===== config.mk =====
export PLATFORM = sky130hd
export DESIGN_NAME = send_data
export DESIGN_NICKNAME = d
export VERILOG_FILES = /design/src/rtl/send_data.sv
export SDC_FILE = /design/constraint.sdc
export NUM_CORES = 1
export LEC_CHECK = 0
export CAP_MARGIN = 10
export CORE_UTILIZATION = 55
export DETAILED_ROUTE_END_ITERATION = 10
export PLACE_DENSITY = 0.81
export SETUP_SLACK_MARGIN = 0.5
export SLEW_MARGIN = 20
export SYNTH_ARGS = -nofsm -noshare
export SYNTH_HDL_FRONTEND = slang
export SYNTH_SLANG_ARGS = --single-unit
export TNS_END_PERCENT = 100

===== constraint.sdc =====
create_clock -name clk -period 5.8 [get_ports clk]
set_input_delay 0.87 -clock clk [delete_from_list [all_inputs] [get_ports clk]]
set_output_delay 0.87 -clock clk [all_outputs]
set_load 0.1 [all_outputs]

===== src/rtl/send_data.sv =====
// Pattern transmitter: after start, streams word_count words of the chosen pattern over valid/ready.
// First word is valid two cycles after start; dout/dout_valid hold while dout_ready is low.
module send_data #(
  parameter int          COUNT_WIDTH = 32,
  parameter logic [31:0] LFSR_TAPS   = 32'h80200003
) (
  input  logic                   clk,
  input  logic                   reset,
  input  logic                   start,
  input  logic                   abort,
  input  logic [1:0]             pattern_sel,
  input  logic [31:0]            pattern_seed,
  input  logic [COUNT_WIDTH-1:0] word_count,
  input  logic                   inject_error,
  output logic [31:0]            dout,
  output logic                   dout_valid,
  input  logic                   dout_ready,
  output logic                   busy,
  output logic                   done,
  output logic [COUNT_WIDTH-1:0] words_sent
);

  localparam logic [1:0] S_IDLE = 2'd0;
  localparam logic [1:0] S_LOAD = 2'd1;
  localparam logic [1:0] S_SEND = 2'd2;
  localparam logic [1:0] S_DONE = 2'd3;

  localparam logic [COUNT_WIDTH-1:0] C_ONE  = COUNT_WIDTH'(1);
  localparam logic [COUNT_WIDTH-1:0] C_ZERO = '0;

  logic [1:0]             r_state;
  logic [1:0]             r_sel;
  logic [31:0]            r_seed;
  logic [COUNT_WIDTH-1:0] r_count;
  logic [31:0]            r_gen;
  logic                   r_dout_valid;
  logic [COUNT_WIDTH-1:0] r_words_sent;

  logic                   w_hs;
  logic                   w_last;
  logic [31:0]            w_next;
  logic [31:0]            w_load_val;

  assign w_hs   = r_dout_valid & dout_ready;
  // Exact compare against count-1 so a full-scale count never wraps early.
  assign w_last = (r_words_sent == (r_count - C_ONE));

  // An all-zero LFSR state would lock up, so seed 0 is promoted to 1.
  assign w_load_val = ((r_sel == 2'd2) && (r_seed == 32'd0)) ? 32'd1 : r_seed;

  always_comb begin
    w_next = r_gen;
    case (r_sel)
      2'd0:    w_next = r_gen + 32'd1;
      2'd1:    w_next = {r_gen[30:0], r_gen[31]};
      2'd2:    w_next = r_gen[0] ? ((r_gen >> 1) ^ LFSR_TAPS) : (r_gen >> 1);
      default: w_next = r_gen;
    endcase
  end

  always_ff @(posedge clk or posedge reset) begin
    if (reset) begin
      r_state      <= S_IDLE;
      r_sel        <= 2'd0;
      r_seed       <= 32'd0;
      r_count      <= C_ZERO;
      r_gen        <= 32'd0;
      r_dout_valid <= 1'b0;
      r_words_sent <= C_ZERO;
    end else begin
      case (r_state)
        S_IDLE: begin
          if (start) begin
            r_sel        <= pattern_sel;
            r_seed       <= pattern_seed;
            r_count      <= word_count;
            r_words_sent <= C_ZERO;
            r_state      <= (word_count == C_ZERO) ? S_DONE : S_LOAD;
          end
        end
        S_LOAD: begin
          if (abort) begin
            r_state <= S_DONE;
          end else begin
            r_gen        <= w_load_val;
            r_dout_valid <= 1'b1;
            r_state      <= S_SEND;
          end
        end
        S_SEND: begin
          if (w_hs) begin
            r_words_sent <= r_words_sent + C_ONE;
            r_gen        <= w_next;
          end
          if (abort || (w_hs && w_last)) begin
            r_dout_valid <= 1'b0;
            r_state      <= S_DONE;
          end
        end
        S_DONE: begin
          r_state <= S_IDLE;
        end
        default: begin
          r_state <= S_IDLE;
        end
      endcase
    end
  end

  // Injection flips only the presented word; the generator sequence is untouched.
  assign dout       = r_gen ^ {31'd0, inject_error & r_dout_valid};
  assign dout_valid = r_dout_valid;
  assign busy       = (r_state == S_LOAD) || (r_state == S_SEND);
  assign done       = (r_state == S_DONE);
  assign words_sent = r_words_sent;

endmodule


==> results of run 1 <==
worst min path at each step:
stage                            end
after floorplan            r_gen[23]
after global placement    r_seed[14]
after detailed placement   r_seed[5]
after CTS                  r_seed[5]
after global routing       r_seed[9]
final                     r_seed[14]
routing by layer:
layer  wire length (µm)  GRT usage [%]  vias up
li1                   -              -     3560
met1              10200           41.7     3747
met2              10300           44.6      375
met3               1840           5.90       43
met4                539           11.4        0
met5                  0              0        -
sequential cells by signal, indices dropped and copies added, names as in the netlist:
signal	cells
dout_valid	1
r_count	32
r_gen	32
r_seed	32
r_sel	2
r_state	2
words_sent	32
worst max-delay path: cells and delay by family:
kind,cells,cell delay [ps]
AND/OR/NAND/NOR,6,1330
AO/OA/AOI/OAI,2,1060
buffers and inverters,1,510
XOR/XNOR,1,150
cell usage after synthesis (3+ instances only):
master / n
nand4_1: 28
clkbuf_1: 53
a21o_1: 4
and3_1: 14
a22oi_1: 8
o31ai_1: 7
o41ai_1: 4
ha_1: 11
mux2_2: 66
nand2_1: 85
nor4b_1: 6
and4_1: 4
nand3_1: 24
o21ai_0: 48
or4_1: 7
nor4_1: 21
o221ai_1: 3
nor2_1: 65
dfrtp_1: 133
a31oi_1: 12
or3_1: 11
a21oi_1: 54
o211ai_1: 13
inv_1: 20
buf_1: 3
xnor2_1: 41
nand2b_1: 3
or2_2: 3
xor2_1: 33
nor2b_1: 5
nor3_1: 25
a22o_1: 5
mux2i_1: 5
a221o_1: 4
a211oi_1: 10
a221oi_1: 12
buf_4: 31
stage by stage:
| stage | setup slack [ps] | cells | instance area, µm² |
|---|---|---|---|
| floorplan | 1380 | 934 | 8580 |
| global placement | 1880 | 1181 | 9810 |
| detailed placement | 1750 | 1181 | 9810 |
| CTS | 2180 | 1213 | 10400 |
| global route | 1840 | 1213 | 10400 |
| finish | 2160 | 1213 | 10400 |
kinds of logic (layout without fill, tap and decap cells):
logic type                 after synthesis  count (layout)  synth area share [%]
xor gates and xnor gates                74              74                  7.56
DFF                                    133             133                  38.8
muxes                                   74              74                  9.69
adders and majority gates               11              11                  1.60
buffers and inverters                  113             204                  6.51
AOI/OAI and AO/OA                      208             208                  16.1
and+or+nand+nor                        321             321                  19.8
area by class of cell:
type                            count  area [µm²]
Fill cell                        1168        4780
Multi-Input combinational cell    688        4690
Sequential cell                   133        3330
Timing Repair Buffer              150        1470
Clock buffer                       24         482
Tap cell                          188         235
Clock inverter                      8         123
Inverter                           22        85.1
power by group through the flow:
| stage | clock network (mW) | registers [mW] | logic (mW) |
|---|---|---|---|
| global placement | 0 | 1.88 | 3.32 |
| floorplan | 0 | 1.69 | 2.93 |
| detailed placement | 0 | 1.89 | 3.38 |
| global route | 1.17 | 1.96 | 3.68 |
| finish | 1.12 | 1.90 | 3.41 |
| CTS | 1.13 | 1.88 | 3.40 |
==> impl_metrics.env, run 1 <==
export IMPL_critPathArrivalTime_ps=3930
export IMPL_rsz0062_at_grt="no"
export IMPL_timing_hold_ws_ps=542
export IMPL_grt_first_pass_wirelength_um=37100
export IMPL_startpoint_type="primary input"
export IMPL_drt_wl_total_um=22900
export IMPL_synthesis_area_mm2=0.00858
export IMPL_fmax_mhz=275
export IMPL_vias_per_cell=6.37
export IMPL_cts_tree="done"
export IMPL_internal_power_mw=3.20
export IMPL_synthDistinctLibCells=76
export IMPL_clkTransAtPathRegs_ps=60
export IMPL_grt_total_usage_pct=29.5
export IMPL_yosysTopAreaCell="dfrtp_1"
export IMPL_setup_tns_ps=0
export IMPL_synth_fp_nets=1017
export IMPL_cp_slowest_cell="a2111oi_0"
export IMPL_cts_resized=0
export IMPL_routedWlPerCell_um=18.9
export IMPL_core_mm2=0.0152
export IMPL_grt_max_degree=57
export IMPL_crit_chain="clkdlybuf4s50_1 > nand2b_1 > o21ai_0 > a2111oi_0 > and2_1 > nand2_1 > nor3_1 > nand2_1 > xor2_1 > nor2_1"
export IMPL_clk_path_buf_depth=2
export IMPL_layout_common_cells="clkdlybuf4s50_1 (138), dfrtp_1 (133), nand2_1 (84)"
export IMPL_drt_pre_antenna_iters=5
export IMPL_r2r_slack_ps=2330
export IMPL_hold_depth=1
export IMPL_r2r_cells=11
export IMPL_rows=45
export IMPL_nets=1095
export IMPL_area_growth_pct=21.5
export IMPL_drt_first_iter_violations=989
export IMPL_crit_top_cell="nand2_1"
export IMPL_crit_path_end_kind="flop"
export IMPL_diodes=0
export IMPL_ir_worst_vdd_mv=0.374
export IMPL_hold_start="r_seed[14]"
export IMPL_synth_seq_cells=133
export IMPL_port_buffers=138
export IMPL_dieHeight_um=127
export IMPL_synth_async_sr_flop_share_pct=100
export IMPL_timing_rr_start="r_count[0]"
export IMPL_synth_top_area_share_pct=38.8
export IMPL_p_leak_nw=4.10
export IMPL_power_density_mw_per_mm2=618
export IMPL_clkLatencyLatePin_ps=430
export IMPL_mostFrequentLayoutCell="clkdlybuf4s50_1"
export IMPL_slew_headroom_pct=30.9
export IMPL_cts_htree_levels=4
export IMPL_cts_hold_buf=0
export IMPL_gp_congestion=0.995
export IMPL_ys_warnings_count=0
export IMPL_maxCapViolations=0
export IMPL_pwr_share_comb_pct=53.0
export IMPL_yosys_most_used_dff="dfrtp_1"
export IMPL_post_route_util_pct=68.5
export IMPL_grt_overflow=0
export IMPL_finalPower_mw=6.44
export IMPL_antenna_left=0
export IMPL_critPathRequiredTime_ps=6100
export IMPL_root_buffer="clkbuf_16"
export IMPL_worstMarginPinSlew_ps=1030
export IMPL_fin_crit_sh_pct=62.7
export IMPL_die_w_um=127
export IMPL_cts_sinks=133
export IMPL_crit_start="start"
export IMPL_drive_above_1_share_pct=12.6
export IMPL_boundaryPins=139
export IMPL_cp_max_fo=10
export IMPL_status="finished clean"
export IMPL_seqPwrFrac_pct=29.6
export IMPL_p_sw_mw=3.24
export IMPL_dp_hpwl_um=16000
export IMPL_min_period_ps=3640
export IMPL_ys_top_cells_by_area="dfrtp_1 (39%), mux2_2 (8.7%), xnor2_1 (4.2%)"
export IMPL_r2r_end="r_state[1]"
export IMPL_ys_seq_area_share_pct=38.8
export IMPL_skew_ps=11.4
export IMPL_p_sw_share_pct=50.4
export IMPL_die_area_mm2=0.0161
export IMPL_hold_viol_final=0
export IMPL_cp_slowest_stage_delay_ps=830
export IMPL_numCtsBuffers=17
export IMPL_antenna_found_initial=0
export IMPL_vias=7725
export IMPL_netlist_instances=934
export IMPL_power_share_clock_pct=17.4
export IMPL_hp_class="flop to flop"
export IMPL_postSynthAreaPerCell_um2=9.18
export IMPL_final_setup_viol_count=0
export IMPL_worstSetupPathType="primary input to flop"
export IMPL_slew_violations=0
export IMPL_drc_errors=0
export IMPL_post_cts_buffers=0
export IMPL_synth_edf_count=0
export IMPL_timing_critical_path_to="words_sent[28]"
export IMPL_grt_pass1_vias=7241
export IMPL_start_util_pct=56.4
Power figures use the tool's default switching activity.
==> inputs of run 2 (changes only) <==
==> constraint.sdc (replaced) <==
create_clock -name clk -period 3.76 [get_ports clk]
set_input_delay 0.564 -clock clk [delete_from_list [all_inputs] [get_ports clk]]
set_output_delay 0.564 -clock clk [all_outputs]
set_load 0.1 [all_outputs]
==> run 2 against run 1 <==
- utilization up 1.6 points
- total power is 59% higher
- setup slack worse by 1600 ps
- count of clock-buffer cells in the layout fell by 4
- die area did not move
- global-route usage is 0.63 points higher
- largest cell class unchanged
- first-iteration DRC count fell by 7.5%
- clock power grew 67%
- combinational power up 60%
- largest power group unchanged
- highest routed layer unchanged
- sequential cell count stayed put
- non-clock buffer count up 16
- critical endpoint is now r_state[1]
==> impl_metrics.env, run 2 (synthesis gave the netlist of run 1 again) <==
export IMPL_final_setup_viol_count=0
export IMPL_worstMarginPinSlew_ps=1020
export IMPL_power_density_mw_per_mm2=962
export IMPL_area_growth_pct=24.4
export IMPL_cts_tree="done"
export IMPL_cp_max_fo=6
export IMPL_worst_slack_ps=559
export IMPL_status="finished clean"
export IMPL_core_mm2=0.0152
export IMPL_root_buffer="clkbuf_16"
export IMPL_port_buffers=138
export IMPL_antenna_found_initial=0
export IMPL_start_util_pct=56.4
export IMPL_cts_htree_levels=4
export IMPL_grt_first_pass_wirelength_um=37900
export IMPL_boundaryPins=139
export IMPL_layout_common_cells="clkdlybuf4s50_1 (136), dfrtp_1 (132), nand2_1 (83)"
export IMPL_critPathArrivalTime_ps=3510
export IMPL_r2r_slack_ps=560
export IMPL_drt_pre_antenna_iters=6
export IMPL_dieHeight_um=127
export IMPL_timing_rr_start="r_count[1]"
export IMPL_crit_path_end_kind="flop"
export IMPL_fin_cells=1229
export IMPL_grt_overflow=0
export IMPL_slew_headroom_pct=31.7
export IMPL_grt_max_degree=69
export IMPL_drt_first_iter_violations=915
export IMPL_stdcell_area_mm2=0.0107
export IMPL_die_area_mm2=0.0161
export IMPL_startpoint_type="flop"
export IMPL_hold_end="r_seed[28]"
export IMPL_crit_start="r_count[1]"
export IMPL_diodes=0
export IMPL_drc_errors=0
export IMPL_vias_per_cell=6.36
export IMPL_fin_crit_sh_pct=85.1
export IMPL_antenna_left=0
export IMPL_ir_worst_vdd_mv=0.513
export IMPL_mostFrequentLayoutCell="clkdlybuf4s50_1"
export IMPL_cts_sinks=133
export IMPL_hold_depth=1
export IMPL_drt_wl_total_um=23700
export IMPL_worstSetupPathType="flop to flop"
export IMPL_placed_area_mm2=0.00988
export IMPL_setup_tns_ps=0
export IMPL_numCtsBuffers=17
export IMPL_vias=7816
export IMPL_clkLatencyLatePin_ps=430
export IMPL_r2r_cells=12
export IMPL_post_place_ws_ps=340
export IMPL_clkTransAtPathRegs_ps=60
export IMPL_grt_pass1_vias=7177
export IMPL_rsz0062_at_grt="no"
export IMPL_placed_cells=1187
export IMPL_die_w_um=127
export IMPL_hold_start="r_seed[28]"
export IMPL_maxCapViolations=0
export IMPL_p_leak_nw=4.22
export IMPL_clk_path_buf_depth=2
export IMPL_drive_above_1_share_pct=15.8
export IMPL_slew_violations=0
export IMPL_hold_viol_final=0
export IMPL_nets=1111
export IMPL_dp_hpwl_um=16100
export IMPL_rows=45
export IMPL_fmax_mhz=312
export IMPL_gp_congestion=0.934
export IMPL_skew_ps=12.6
export IMPL_num_fill_cells=1156
export IMPL_grt_total_usage_pct=30.1
export IMPL_hp_class="flop to flop"
export IMPL_r2r_end="r_state[1]"
export IMPL_min_period_ps=3200
export IMPL_critPathRequiredTime_ps=4070
export IMPL_routedWlPerCell_um=19.3
## run 2: area by class of cell
class	count	area [µm²]	share of cell area, %
Multi-Input combinational cell	688	4760	44.6
Sequential cell	133	3330	31.2
Timing Repair Buffer	166	1600	15.0
Clock buffer	20	457	4.28
Tap cell	188	235	2.20
Clock inverter	12	200	1.88
Inverter	22	86.3	0.809
## run 2: timing repair
| item | in CTS | in global routing |
|---|---|---|
| pin swaps | 0 | 7 |
| resized for setup | 2 | 13 |
| hold buffers | 0 | 0 |
| setup endpoints to repair | 1 | 6 |
| buffers inserted | 0 | 10 |
## run 2: worst max-delay path by stage
stage / endpoint / slack [ps] / cells after the start
2_1_floorplan: words_sent[29] / 620 / 8
3_3_place_gp: words_sent[30] / 420 / 11
3_5_place_dp: words_sent[28] / 340 / 11
4_1_cts: r_state[1] / 540 / 11
5_1_grt: r_state[1] / 480 / 12
6_report: r_state[1] / 560 / 12
## run 2: critical path, stage by stage, from the launching register on
cell,delay (ps)
dfrtp_1,450
inv_2,100
ha_4,150
or4b_4,520
nor4_4,320
buf_4,160
a21oi_1,60
o31ai_1,210
and4_1,210
nand4_1,160
o311ai_4,340
nand2_2,100
mux2_4,300
## run 2: routing by layer
metal | vias to the layer above | GRT usage, % | routed length (µm)
li1 | 3582 | - | -
met1 | 3802 | 42.8 | 10400
met2 | 373 | 44.1 | 10700
met3 | 59 | 7.17 | 1880
met4 | 0 | 12.5 | 696
met5 | - | 0 | 0
## run 2: stage by stage
| stage | hold slack [ps] | power (mW) | utilization (%) |
|---|---|---|---|
| 2_1_floorplan | 484 | 7.13 | - |
| 3_3_place_gp | 513 | 8.06 | 65.0 |
| 3_5_place_dp | 524 | 8.19 | 65.0 |
| 4_1_cts | 534 | 10.1 | 69.4 |
| 5_1_grt | 554 | 10.8 | 70.2 |
| 6_report | 534 | 10.3 | 70.2 |
## run 2: power breakdown
part / internal [mW] / leakage, nW / switching [mW] / total [mW]
Clock: 1.21 / 0.313 / 0.655 / 1.87
Combinational: 1.91 / 2.26 / 3.53 / 5.44
Sequential: 2.01 / 1.65 / 0.945 / 2.96
==> inputs of run 3 (changes only) <==
--- a/config.mk
+++ b/config.mk
@@ -7,6 +7,7 @@
 export LEC_CHECK = 0
 export CAP_MARGIN = 10
 export CORE_UTILIZATION = 55
+export CTS_CLUSTER_SIZE = 28
 export DETAILED_ROUTE_END_ITERATION = 10
 export PLACE_DENSITY = 0.81
 export SETUP_SLACK_MARGIN = 0.5
==> results of run 3 <==
The final DEF is identical to that of run 2; final timing and power are the same.
